<file path="config.mk">
export PLATFORM = sky130hd
export DESIGN_NAME = lcd_phy_param_flat
export DESIGN_NICKNAME = d
export VERILOG_FILES = /design/src/rtl/lcd_phy_param_if.sv /design/src/rtl/lcd_phy_param.sv /design/src/flat_wrapper.sv
export SDC_FILE = /design/constraint.sdc
export NUM_CORES = 1
export LEC_CHECK = 0
export ABC_CLOCK_PERIOD_IN_PS = 6000
export BUFFER_PORTS_ARGS = -buffer_cell sky130_fd_sc_hd__buf_2
export CORE_ASPECT_RATIO = 0.75
export CORE_MARGIN = 2
export CORE_UTILIZATION = 30
export CTS_CLUSTER_SIZE = 28
export DETAILED_ROUTE_END_ITERATION = 10
export GPL_TIMING_DRIVEN = 0
export PLACE_DENSITY = 0.48
export REMOVE_ABC_BUFFERS = 1
export SKIP_LAST_GASP = 1
export SYNTH_ARGS = -nofsm -noshare
export SYNTH_HDL_FRONTEND = slang
export SYNTH_SLANG_ARGS = --single-unit
export TNS_END_PERCENT = 50
</file>
<file path="constraint.sdc">
create_clock -name clk -period 6 [get_ports clk]
set_input_delay 0.3 -clock clk [delete_from_list [all_inputs] [get_ports clk]]
set_output_delay 0.3 -clock clk [all_outputs]
set_load 0.01 [all_outputs]
</file>
<file path="src/rtl/lcd_phy_param_if.sv">
// Handshake between the LCD transaction layer (master) and lcd_phy_param (slave).
// Carries the request strobes, the byte/RS to write and the phy status flags.
interface lcd_phy_param_if;
  logic       do_init;
  logic       do_send_data;
  logic [7:0] data_to_send;
  logic       lcdrs_in;
  logic       init_done;
  logic       send_data_done;
  logic       busy;

  modport master (
    output do_init, do_send_data, data_to_send, lcdrs_in,
    input  init_done, send_data_done, busy
  );

  modport slave (
    input  do_init, do_send_data, data_to_send, lcdrs_in,
    output init_done, send_data_done, busy
  );
endinterface

</file>
<file path="src/rtl/lcd_phy_param.sv">
// HD44780-style write-only LCD phy (4- or 8-bit bus): power-on init plus byte writes.
// Define LCD_LONG_CMD_EN to give user clear/home commands (RS=0, 0x01..0x03) the long wait.
module lcd_phy_param #(
  parameter int BUS_W     = 8,
  parameter int CNT_W     = 20,
  parameter int T_AS      = 2,
  parameter int T_PW      = 12,
  parameter int T_H       = 2,
  parameter int T_CMD     = 2000,
  parameter int T_LONG    = 82000,
  parameter int T_WAKE    = 205000,
  parameter int T_POWERUP = 750000
) (
  input  logic             clk,
  input  logic             reset,
  lcd_phy_param_if.slave   host,
  output logic             lcde,
  output logic             lcdrs,
  output logic             lcdrw,
  output logic [BUS_W-1:0] lcddat
);

  typedef enum logic [2:0] {IDLE, PWRUP, SETUP, EHIGH, HOLD, WAIT, DONE} state_t;

  localparam bit         NIBBLE    = (BUS_W == 4);
  localparam logic [3:0] LAST_STEP = NIBBLE ? 4'd8 : 4'd7;

  state_t           state;
  logic [CNT_W-1:0] cnt;
  logic [3:0]       seq_idx;
  logic             in_init;
  logic [7:0]       data_q;
  logic             single_q;
  logic             low_q;
  logic [CNT_W-1:0] wait_q;

  logic [3:0]       step_idx;
  logic [7:0]       step_byte;
  logic             step_single;
  logic [CNT_W-1:0] step_wait;
  logic             long_cmd;
  logic [CNT_W-1:0] user_wait;

  function automatic logic [CNT_W-1:0] ld(input int t);
    return CNT_W'(t - 1);
  endfunction

  function automatic logic [BUS_W-1:0] bus_val(input logic [7:0] d, input logic low);
    if (NIBBLE) return BUS_W'(low ? d[3:0] : d[7:4]);
    return BUS_W'(d);
  endfunction

  // Init ROM: in 4-bit mode the first four entries go out as a single high-nibble phase.
  function automatic logic [7:0] init_byte(input logic [3:0] idx);
    if (NIBBLE) begin
      case (idx)
        4'd0, 4'd1, 4'd2: return 8'h30;
        4'd3:             return 8'h20;
        4'd4:             return 8'h28;
        4'd5:             return 8'h08;
        4'd6:             return 8'h01;
        4'd7:             return 8'h06;
        default:          return 8'h0C;
      endcase
    end
    case (idx)
      4'd0, 4'd1, 4'd2: return 8'h30;
      4'd3:             return 8'h38;
      4'd4:             return 8'h08;
      4'd5:             return 8'h01;
      4'd6:             return 8'h06;
      default:          return 8'h0C;
    endcase
  endfunction

  // NOTE: every always_comb output gets a value on every path, so no latch is inferred.
  always_comb begin
    step_idx    = (state == PWRUP) ? 4'd0 : seq_idx + 4'd1;
    step_byte   = init_byte(step_idx);
    step_single = NIBBLE && (step_idx <= 4'd3);
    if (step_idx <= 4'd2)        step_wait = ld(T_WAKE);
    else if (step_byte == 8'h01) step_wait = ld(T_LONG);
    else                         step_wait = ld(T_CMD);
  end

`ifdef LCD_LONG_CMD_EN
  assign long_cmd = !host.lcdrs_in && (host.data_to_send inside {8'h01, 8'h02, 8'h03});
`else
  assign long_cmd = 1'b0;
`endif

  assign user_wait = long_cmd ? ld(T_LONG) : ld(T_CMD);
  assign host.busy = (state != IDLE);
  assign lcdrw     = 1'b0;

  // NOTE: all state and outputs use non-blocking assignments so every register sees pre-edge values.
  always_ff @(posedge clk or posedge reset) begin
    if (reset) begin
      state               <= IDLE;
      cnt                 <= '0;
      seq_idx             <= '0;
      in_init             <= 1'b0;
      data_q              <= '0;
      single_q            <= 1'b0;
      low_q               <= 1'b0;
      wait_q              <= '0;
      lcde                <= 1'b0;
      lcdrs               <= 1'b0;
      lcddat              <= '0;
      host.init_done      <= 1'b0;
      host.send_data_done <= 1'b0;
    end else begin
      if (cnt != '0) cnt <= cnt - 1'b1;
      case (state)
        IDLE: begin
          if (host.do_init) begin
            state          <= PWRUP;
            cnt            <= ld(T_POWERUP);
            in_init        <= 1'b1;
            seq_idx        <= '0;
            lcdrs          <= 1'b0;
            host.init_done <= 1'b0;
          end else if (host.do_send_data && host.init_done) begin
            state    <= SETUP;
            cnt      <= ld(T_AS);
            in_init  <= 1'b0;
            data_q   <= host.data_to_send;
            single_q <= 1'b0;
            low_q    <= 1'b0;
            wait_q   <= user_wait;
            lcdrs    <= host.lcdrs_in;
            lcddat   <= bus_val(host.data_to_send, 1'b0);
          end
        end
        PWRUP, WAIT: begin
          if (cnt == '0) begin
            if (state == WAIT && (!in_init || seq_idx == LAST_STEP)) begin
              state <= DONE;
              if (in_init) host.init_done      <= 1'b1;
              else         host.send_data_done <= 1'b1;
            end else begin
              state    <= SETUP;
              cnt      <= ld(T_AS);
              seq_idx  <= step_idx;
              data_q   <= step_byte;
              single_q <= step_single;
              wait_q   <= step_wait;
              low_q    <= 1'b0;
              lcdrs    <= 1'b0;
              lcddat   <= bus_val(step_byte, 1'b0);
            end
          end
        end
        SETUP: begin
          if (cnt == '0) begin
            state <= EHIGH;
            cnt   <= ld(T_PW);
            lcde  <= 1'b1;
          end
        end
        EHIGH: begin
          if (cnt == '0) begin
            state <= HOLD;
            cnt   <= ld(T_H);
            lcde  <= 1'b0;
          end
        end
        HOLD: begin
          if (cnt == '0) begin
            if (NIBBLE && !low_q && !single_q) begin
              state  <= SETUP;
              cnt    <= ld(T_AS);
              low_q  <= 1'b1;
              lcddat <= bus_val(data_q, 1'b1);
            end else begin
              state <= WAIT;
              cnt   <= wait_q;
            end
          end
        end
        DONE: begin
          state               <= IDLE;
          in_init             <= 1'b0;
          host.send_data_done <= 1'b0;
        end
        default: state <= IDLE;
      endcase
    end
  end

endmodule

</file>
<file path="src/flat_wrapper.sv">
// flat-port wrapper written by rule: the top's interface ports become plain ports
module lcd_phy_param_flat 
#(
  parameter int BUS_W     = 8,
  parameter int CNT_W     = 20,
  parameter int T_AS      = 2,
  parameter int T_PW      = 12,
  parameter int T_H       = 2,
  parameter int T_CMD     = 2000,
  parameter int T_LONG    = 82000,
  parameter int T_WAKE    = 205000,
  parameter int T_POWERUP = 750000
)
  (clk, reset, lcde, lcdrs, lcdrw, lcddat, host_do_init, host_do_send_data, host_data_to_send, host_lcdrs_in, host_init_done, host_send_data_done, host_busy);
  lcd_phy_param_if host_i ();
  input  logic clk;
  input  logic reset;
  output logic lcde;
  output logic lcdrs;
  output logic lcdrw;
  output logic [BUS_W-1:0] lcddat;
  input wire logic [$bits(host_i.do_init)-1:0] host_do_init;
  input wire logic [$bits(host_i.do_send_data)-1:0] host_do_send_data;
  input wire logic [$bits(host_i.data_to_send)-1:0] host_data_to_send;
  input wire logic [$bits(host_i.lcdrs_in)-1:0] host_lcdrs_in;
  output wire logic [$bits(host_i.init_done)-1:0] host_init_done;
  output wire logic [$bits(host_i.send_data_done)-1:0] host_send_data_done;
  output wire logic [$bits(host_i.busy)-1:0] host_busy;
  assign host_i.do_init = host_do_init;
  assign host_i.do_send_data = host_do_send_data;
  assign host_i.data_to_send = host_data_to_send;
  assign host_i.lcdrs_in = host_lcdrs_in;
  assign host_init_done = host_i.init_done;
  assign host_send_data_done = host_i.send_data_done;
  assign host_busy = host_i.busy;
  lcd_phy_param #(.BUS_W(BUS_W), .CNT_W(CNT_W), .T_AS(T_AS), .T_PW(T_PW), .T_H(T_H), .T_CMD(T_CMD), .T_LONG(T_LONG), .T_WAKE(T_WAKE), .T_POWERUP(T_POWERUP)) u_core (.clk(clk), .reset(reset), .host(host_i), .lcde(lcde), .lcdrs(lcdrs), .lcdrw(lcdrw), .lcddat(lcddat));
endmodule
</file>
After elaboration in Yosys (flattened, before gate mapping)
Cells that the tools add are included.
{"block": "totals", "register_bits": 60, "in_bits": 13, "output_inout_bits": 14, "wordCells": 117}
{"block": "classes", "reduce_logical": 23, "n_lt_le_gt_ge": 1, "eq_ne": 26, "muxes": 55, "add_sub_neg": 2}
{"op": "$mux W20", "count": 13}
{"op": "$pmux W20 S5", "count": 1}
{"op": "$pmux W20 S2", "count": 1}
{"op": "$mux W8", "count": 4}
{"op": "$pmux W6 S5", "count": 1}
{"op": "$mux W3", "count": 7}
{"op": "$logic_not A20 Y1", "count": 1}
{"op": "$reduce_bool A20 Y1", "count": 1}
{"op": "$sub A20 B1 Y20 const B", "count": 1}
{"op": "$mux W17", "count": 1}
{"op": "$eq A4 B3 Y1 const B", "count": 4}
{"op": "$mux W4", "count": 4}
{"op": "$pmux W8 S2", "count": 1}
{"op": "$mux W1", "count": 15}
{"op": "$pmux W3 S5", "count": 1}
{"op": "$reduce_and A5 Y1", "count": 3}
{"op": "$ne A2 B1 Y1 const B", "count": 7}
{"op": "$reduce_and A4 Y1", "count": 3}
{"op": "$pmux W1 S2", "count": 5}
{"op": "$eq A3 B3 Y1 const B", "count": 3}
{"op": "$eq A4 B2 Y1 const B", "count": 2}
{"op": "$ne A2 B2 Y1 const B", "count": 4}
{"op": "$pmux W4 S2", "count": 1}
{"op": "$reduce_bool A2 Y1", "count": 4}
{"op": "17 further kinds", "count": 19}

Depth between registers and ports, before layout
Gate-level depths: netlist of run 1.
{"block": "depth", "depth_word": 11, "ltp_mapped": 12, "ltp_nobuf": 10}

Least setup slack after synthesis of run 1
No wires, ideal clock.
{"block": "synth_path", "kind": "reg-to-reg", "startpoint": "register u_core.cnt[14]", "endpoint": "register u_core.cnt[0]", "path_buffers": 2, "setup_slack_ns": 3.475, "arrival_time_ns": 2.385, "setup_ns": 0.141, "t_required_ns": 5.859, "path_stages_with_launch": 12, "cell_sequence": "dfrtp_1 or4_4 nor4_4 and3_4 buf_12 inv_6 buf_6 ha_1 nor2_1 nand2_1 a22oi_1 o311ai_1"}
{"block": "synth_via", "elab_chain_cells": 5}
{"item": "from (decl)", "line": "lcd_phy_param.sv:29", "rtl": "logic [CNT_W-1:0] cnt;"}
{"item": "from (signal assigned)", "line": "lcd_phy_param.sv:113", "rtl": "if (cnt != '0) cnt <= cnt - 1'b1;"}
{"item": "from (signal assigned)", "line": "lcd_phy_param.sv:118", "rtl": "cnt <= ld(T_POWERUP);"}
{"item": "from (signal assigned)", "line": "lcd_phy_param.sv:125", "rtl": "cnt <= ld(T_AS);"}
{"item": "$reduce_bool A20 Y1", "line": "lcd_phy_param.sv:113"}
{"item": "$mux W20", "line": "lcd_phy_param.sv:113"}
{"item": "$mux W20 (on tied branches)", "line": "lcd_phy_param.sv:137, lcd_phy_param.sv:123"}
{"item": "$mux W20 (on tied branches)", "line": "lcd_phy_param.sv:136, lcd_phy_param.sv:116"}
{"item": "$pmux W20 S5 (*)", "line": "lcd_phy_param.sv:114", "rtl": "case (state)"}
Mark *: on every way between the ends. The rest lies on a longest branch, timed or not.
A chain may end at the register's enable or synchronous reset.

Worst setup path after layout of run 1
{"block": "layout_path", "startpoint": "register u_core.cnt[0]", "endpoint": "register u_core.cnt[0]"}
{"block": "layout_via", "elab_chain_cells": 5}
{"item": "$sub A20 B1 Y20 or $reduce_bool A20 Y1 (tied branches)", "line": "lcd_phy_param.sv:113"}
{"item": "$mux W20", "line": "lcd_phy_param.sv:113"}
{"item": "$mux W20 (on tied branches)", "line": "lcd_phy_param.sv:137, lcd_phy_param.sv:123"}
{"item": "$mux W20 (on tied branches)", "line": "lcd_phy_param.sv:136, lcd_phy_param.sv:116"}
{"item": "$pmux W20 S5 (*)", "line": "lcd_phy_param.sv:114"}
Marks and branches as above.

==> results.cfg, run 1 <==
[timing]
max_slew.worst_pin.slew_ns = 1.07
finalSetupTns_ns = 0
min_period_ns = 2.99
rsz0062_at_grt = false
skew_ns = 0.00870
finalMaxSlewViolations = 0
final-setup-viol-count = 0
hold_violations = 0
slew_headroom_pct = 28.0
hold_ws_ns = 0.212
fin_crit_sh_pct = 49.8
clock.fmax_ghz = 0.334

[die]
start_util_pct = 30.4
die_x_um = 118
core_area_um2 = 9540
rows = 31
die_area_um2 = 10500
fp.dieH_um = 89.2
io_pins = 27

[layout]
diodes = 0
final_cell_mix = 47 x dfrtp_1, 40 x nor2_1, 25 x buf_2, 23 x a21oi_1, 21 x o21ai_0
seq_area_um2 = 1180
fin_nets = 354
fillers = 1033
final_common_cell = dfrtp_1
drive_gt1_share_pct = 15.7
multi_input_comb_area_um2 = 1570
instances_no_fill = 470
layout-area-overhead-vs-synth_pct = 12.2

[min_path]
worst_hold_path.num_cells = 2
min_from = host_data_to_send[7]
hold_path_end = u_core.lcddat[7]
hold_class = in2reg

[route]
drtIter0Drc = 245
viasPerCell = 5.37
wl_per_cell_um = 16.6
drc = 0
vias = 2524
routed_wl_um = 7820
firstDrtPassIters = 5
antenna_left = 0

[critical_path]
start_kind = flip-flop
crit_arrival_ns = 3.12
worstPathMaxFanout = 29
worstSetupPathType = reg2reg
rr_endpoint = u_core.cnt[0]
timing.rr.start = u_core.cnt[0]
cp.required_ns = 6.13
crit_slowest_cell = and3_4
path_common_cell = ha_1
r2r_slack_ns = 3.01
path_cells = inv_1 -> ha_1 -> nor4b_1 -> and3_4 -> inv_6 -> ha_1 -> nor2_1 -> nand2_1 -> a22oi_1 -> o311ai_1
critPathMaxStageDelay_ns = 0.59
rr_worst_depth = 10
cp-end-kind = flip-flop
cp_top_family = simple AND/OR/NAND/NOR gates
path_buf_inv = 2

[yosys]
async_reset_ff_share_pct = 100
synth_cell_type_count = 63
synth_top_cell_area_share_pct = 40.5
yosysWarningCount = 0
synth_seq_cells = 47
synth_area_leaders = dfrtp_1 40%, nor2_1 5.2%, a21oi_1 4.0%
avgSynthCellArea_um2 = 9.05
ys_seq_area_share_pct = 40.5
synth_edf_count = 0
syn-cell-area_um2 = 2910
yosys_most_used_dff = dfrtp_1
synth_top_area_cell = dfrtp_1
synthCells = 321

[clocking]
cts_root_buffer = clkbuf_16
clk_pin_slew_worst_paths_ns = 0.07
clockBufferDepth = 2
h-tree-depth = 2
ctsResizeCount = 0
cts.sink_count = 47
cts_tree = yes
clock_latency_ns = 0.30
numCtsBuffers = 5

[pwr]
p_per_area_nw_per_um2 = 239
peakVddDrop_v = 0.0000922
p_leak_uw = 0.00130

[placement]
portBuffers = 25
place_congestion = 0.799
dp_hpwl_um = 5620
placed_cells = 461

[global_route]
grt_use_total_pct = 15.9
grt_max_degree = 33
grt_pass1_wl_um = 12900
antenna_found_initial = 0
grt_remaining_overflow = 0
grt_pass1_vias = 2305

[outcome]
status = finished clean

[job]
cap_violations = 0
## final cells by class
| type | instances | share of cell area [%] |
|---|---|---|
| well taps | 132 | 5.07 |
| flip-flops and latches | 47 | 36.1 |
| multi-input cells | 245 | 48.2 |
| clock buffers | 5 | 3.84 |
| clock inverters | 3 | 0.691 |
| repair buffers | 27 | 4.76 |
| inverters | 11 | 1.42 |
## how the worst max path moves through the flow
stage                          from                to  cells past startpoint
finish                u_core.cnt[0]     u_core.cnt[0]                     10
global route        u_core.state[1]  u_core.lcddat[0]                      6
CTS                   u_core.cnt[1]     u_core.cnt[0]                     10
detailed placement    u_core.cnt[0]     u_core.cnt[0]                     10
global placement      u_core.cnt[1]     u_core.cnt[0]                     10
floorplan            u_core.cnt[14]     u_core.cnt[0]                      9
## through the flow
stage               util, %  setup slack, ns  power (uW)  cell area (um^2)
floorplan                 -             3.46         457              2790
global placement       32.3             3.03         491              3080
detailed placement     32.5             3.02         494              3100
CTS                    34.2             3.00         783              3260
global route           34.2             2.79         823              3260
finish                 34.2             3.01         780              3260
## metal layers
metal	wire length [um]	GRT usage, %	part of all wire [%]	vias to the layer above
met5	0	0	0	-
met4	68	3.61	0.87	0
met3	493	3.44	6.3	5
met2	3060	21.5	39	81
met1	4190	25.3	54	1240
li1	-	-	-	1198
## registers in the layout, indices dropped and copies added, names as in the netlist
| register | cells |
|---|---|
| u_core.cnt | 20 |
| u_core.host.init_done | 1 |
| u_core.host.send_data_done | 1 |
| u_core.in_init | 1 |
| u_core.lcddat | 8 |
| u_core.lcde | 1 |
| u_core.lcdrs | 1 |
| u_core.seq_idx | 4 |
| u_core.state | 3 |
| u_core.wait_q | 7 |
## repair_timing
item	CTS	global route
hold endpoints to repair	11	0
buffers inserted	0	0
hold buffers	1	0
## Yosys cell counts, drive strengths merged (3+ instances only)
library cell and number:
and3 4, dfrtp 47, a21oi 23, inv 11, a21o 3, ha 4
nand2 20, o31ai 4, a211oi 7, or4 4, a221o 3, and2 3
nand3b 3, xor2 7, o21ai 26, nor3 15, xnor2 11, a22oi 4
nor4 7, a211o 3, a31oi 5, buf 7, nor2 40, or3 4
a22o 3, clkbuf 11, nand3 19
## cell families (layout without fill, tap and decap cells)
logic type      Yosys count  after routing  share of synthesized area, %
buf+inv                  29             46                          5.47
flops                    47             47                          40.5
compound gates           94             94                          22.4
fa+ha+maj                 4              4                          1.72
other cells               1              1                         0.129
xor+xnor                 18             18                          5.43
simple gates            128            128                          24.4
## report_power, final
group          total [uW]  internal, uW  switching, uW
registers             367           339           28.7
logic                 123          53.6           69.7
clock network         289           156            133
total                 780           549            231
(Power assumes the default switching activity.)
==> inputs of run 2 (changes only) <==
Settings changed: ABC_AREA from default to 1, ABC_CLOCK_PERIOD_IN_PS 6000 to 3000.
Clock period 6 ns to 3 ns, I/O delays scaled along.
==> results.cfg, run 2 <==
[die]
die_area_um2 = 11300
fp.dieH_um = 92.6
core_area_um2 = 10200
die_x_um = 122
start_util_pct = 30.6
rows = 32
io_pins = 27

[timing]
finalMaxSlewViolations = 0
finalSetupTns_ns = 0
hold_violations = 0
final-setup-viol-count = 0
rsz0062_at_grt = false
clock.fmax_ghz = 0.448
min_period_ns = 2.23
skew_ns = 0.00612
fin_crit_sh_pct = 74.4

[global_route]
grt_pass1_wl_um = 14100
grt_use_total_pct = 16.2
antenna_found_initial = 0
grt_remaining_overflow = 0
grt_pass1_vias = 2705
grt_max_degree = 35

[route]
drtIter0Drc = 170
firstDrtPassIters = 4
routed_wl_um = 8350
wl_per_cell_um = 13.8
viasPerCell = 4.58
vias = 2766
antenna_left = 0
drc = 0

[yosys]
synth_cell_type_count = 38
yosysWarningCount = 0
synth_edf_count = 0
synthCells = 440
syn-cell-area_um2 = 3140
synth_commonest_cells = 131 x nand2_1, 58 x nor2_1, 47 x dfrtp_1, 46 x inv_1, 37 x nand3_1
synth_top_area_cell = dfrtp_1
ys_seq_area_share_pct = 37.5
synth_seq_cells = 47
synth_top_cell_area_share_pct = 37.5
yosysMostFrequentCell = nand2_1
avgSynthCellArea_um2 = 7.13
synth_area_leaders = dfrtp_1 37%, nand2_1 16%, nor2_1 6.9%
yosys_most_used_dff = dfrtp_1
async_reset_ff_share_pct = 100

[critical_path]
cp_top_family = simple AND/OR/NAND/NOR gates
start_kind = flip-flop
worstPathMaxFanout = 23
crit_slowest_cell = dfrtp_1
worstSetupPathType = reg2reg
path_cells = inv_1 -> ha_1 -> nand2_1 -> nor2_1 -> nand3_4 -> nand2_1 -> inv_1 -> nor2_4 -> nand3_1 -> and2_1
cp.required_ns = 3.17
cp-end-kind = flip-flop
crit_arrival_ns = 2.41
path_buf_inv = 2
critPathMaxStageDelay_ns = 0.40

[clocking]
clk_pin_slew_worst_paths_ns = 0.06
numCtsBuffers = 5
post_cts_buffers = 0
cts_tree = yes
h-tree-depth = 2
clockBufferDepth = 2
clock_latency_ns = 0.29
cts.sink_count = 47
ctsResizeCount = 0
cts_root_buffer = clkbuf_16

[layout]
seq_area_um2 = 1180
final_util_pct = 34.8
top_register = u_core.cnt
drive_gt1_share_pct = 15.6
final_common_cell = nand2_1
largest_reg_flops = 20
fillers = 1121
layout-area-overhead-vs-synth_pct = 13.6
fin_nets = 485
diodes = 0
multi_input_comb_area_um2 = 1710
reg_top3 = u_core.cnt: 20 flops, u_core.lcddat: 8 flops, u_core.wait_q: 7 flops
final_cell_mix = 131 x nand2_1, 58 x nor2_1, 47 x dfrtp_1, 45 x inv_1, 37 x nand3_1

[outcome]
status = finished clean

[job]
cap_violations = 0

[min_path]
hold_class = in2reg

[pwr]
peakVddDrop_v = 0.000202
p_per_area_nw_per_um2 = 345
p_leak_uw = 0.00188

[placement]
dp_hpwl_um = 6460
place_congestion = 0.870
portBuffers = 25
-- run 2: kinds of logic after synthesis --
| logic type | after synthesis | synth area share, % |
|---|---|---|
| other cells | 1 | 0.119 |
| flops | 47 | 37.5 |
| xor+xnor | 12 | 3.35 |
| simple gates | 270 | 41.4 |
| buf+inv | 61 | 8.13 |
| compound gates | 45 | 7.97 |
| fa+ha+maj | 4 | 1.59 |
-- run 2: path summary, 6_finish.rpt --
path	slack (ns)	to	startpoint	cells past startpoint
setup / recovery	0.77	u_core.cnt[9]	u_core.cnt[0]	10
hold / removal	0.1	u_core.lcddat[6]	host_data_to_send[6]	3
setup reg to reg	0.77	u_core.cnt[9]	u_core.cnt[0]	10
hold reg to reg	0.48	u_core.lcddat[6]	u_core.lcddat[6]	2
max in group asynchronous	2.11	u_core.cnt[0]	reset	4
min in group asynchronous	0.38	u_core.cnt[15]	reset	3
-- run 2: metrics by stage --
stage          instance area, um^2  hold WS (ns)  std cells  worst slack, ns  total power [uW]
4_1_cts                       3570        0.0987        604            0.772              1250
2_1_floorplan                 3100         0.295        434             1.16               658
6_report                      3570        0.0987        604            0.769              1230
5_1_grt                       3570         0.111        604            0.542              1280
3_5_place_dp                  3410         0.152        596            0.794               676
3_3_place_gp                  3390         0.387        595            0.796               672
-- run 2: where the power goes --
group | total, uW | switching (uW) | internal, uW | leakage [uW]
sequential | 633 | 0 | 633 | 0.000613
clock | 567 | 241 | 326 | 0.0000727
combinational | 29.5 | 19.3 | 10.2 | 0.00119
total | 1230 | 260 | 970 | 0.00188
-- run 2: cell type report --
type                    instances  area share, %
multi-input cells             332           47.9
flip-flops and latches         47           33.0
inverters                      55           5.96
well taps                     136           4.77
repair buffers                 27           4.35
clock buffers                   6           3.89
clock inverters                 1          0.140
-- run 2: worst register-to-register path, stage by stage (launching register included) --
cell and delay [ns]:
dfrtp_1 0.40, inv_1 0.13, ha_1 0.22, nand2_1 0.07, nor2_1 0.20, nand3_4 0.30
nand2_1 0.25, inv_1 0.10, nor2_4 0.16, nand3_1 0.13, and2_1 0.16
-- run 2: what timing repair did --
item | CTS | global route
hold buffers | 1 | 0
hold endpoints to repair | 13 | 0
endpoints found under the setup margin | 0 | 0
-- run 2: routing by layer --
metal  vias to the layer above  track usage [%]  share of wire (%)
li1                       1442                -                  -
met1                      1264             26.2                 55
met2                        58             21.3                 38
met3                         2             3.76                6.3
met4                         0             3.16               0.46
met5                         -                0                  0
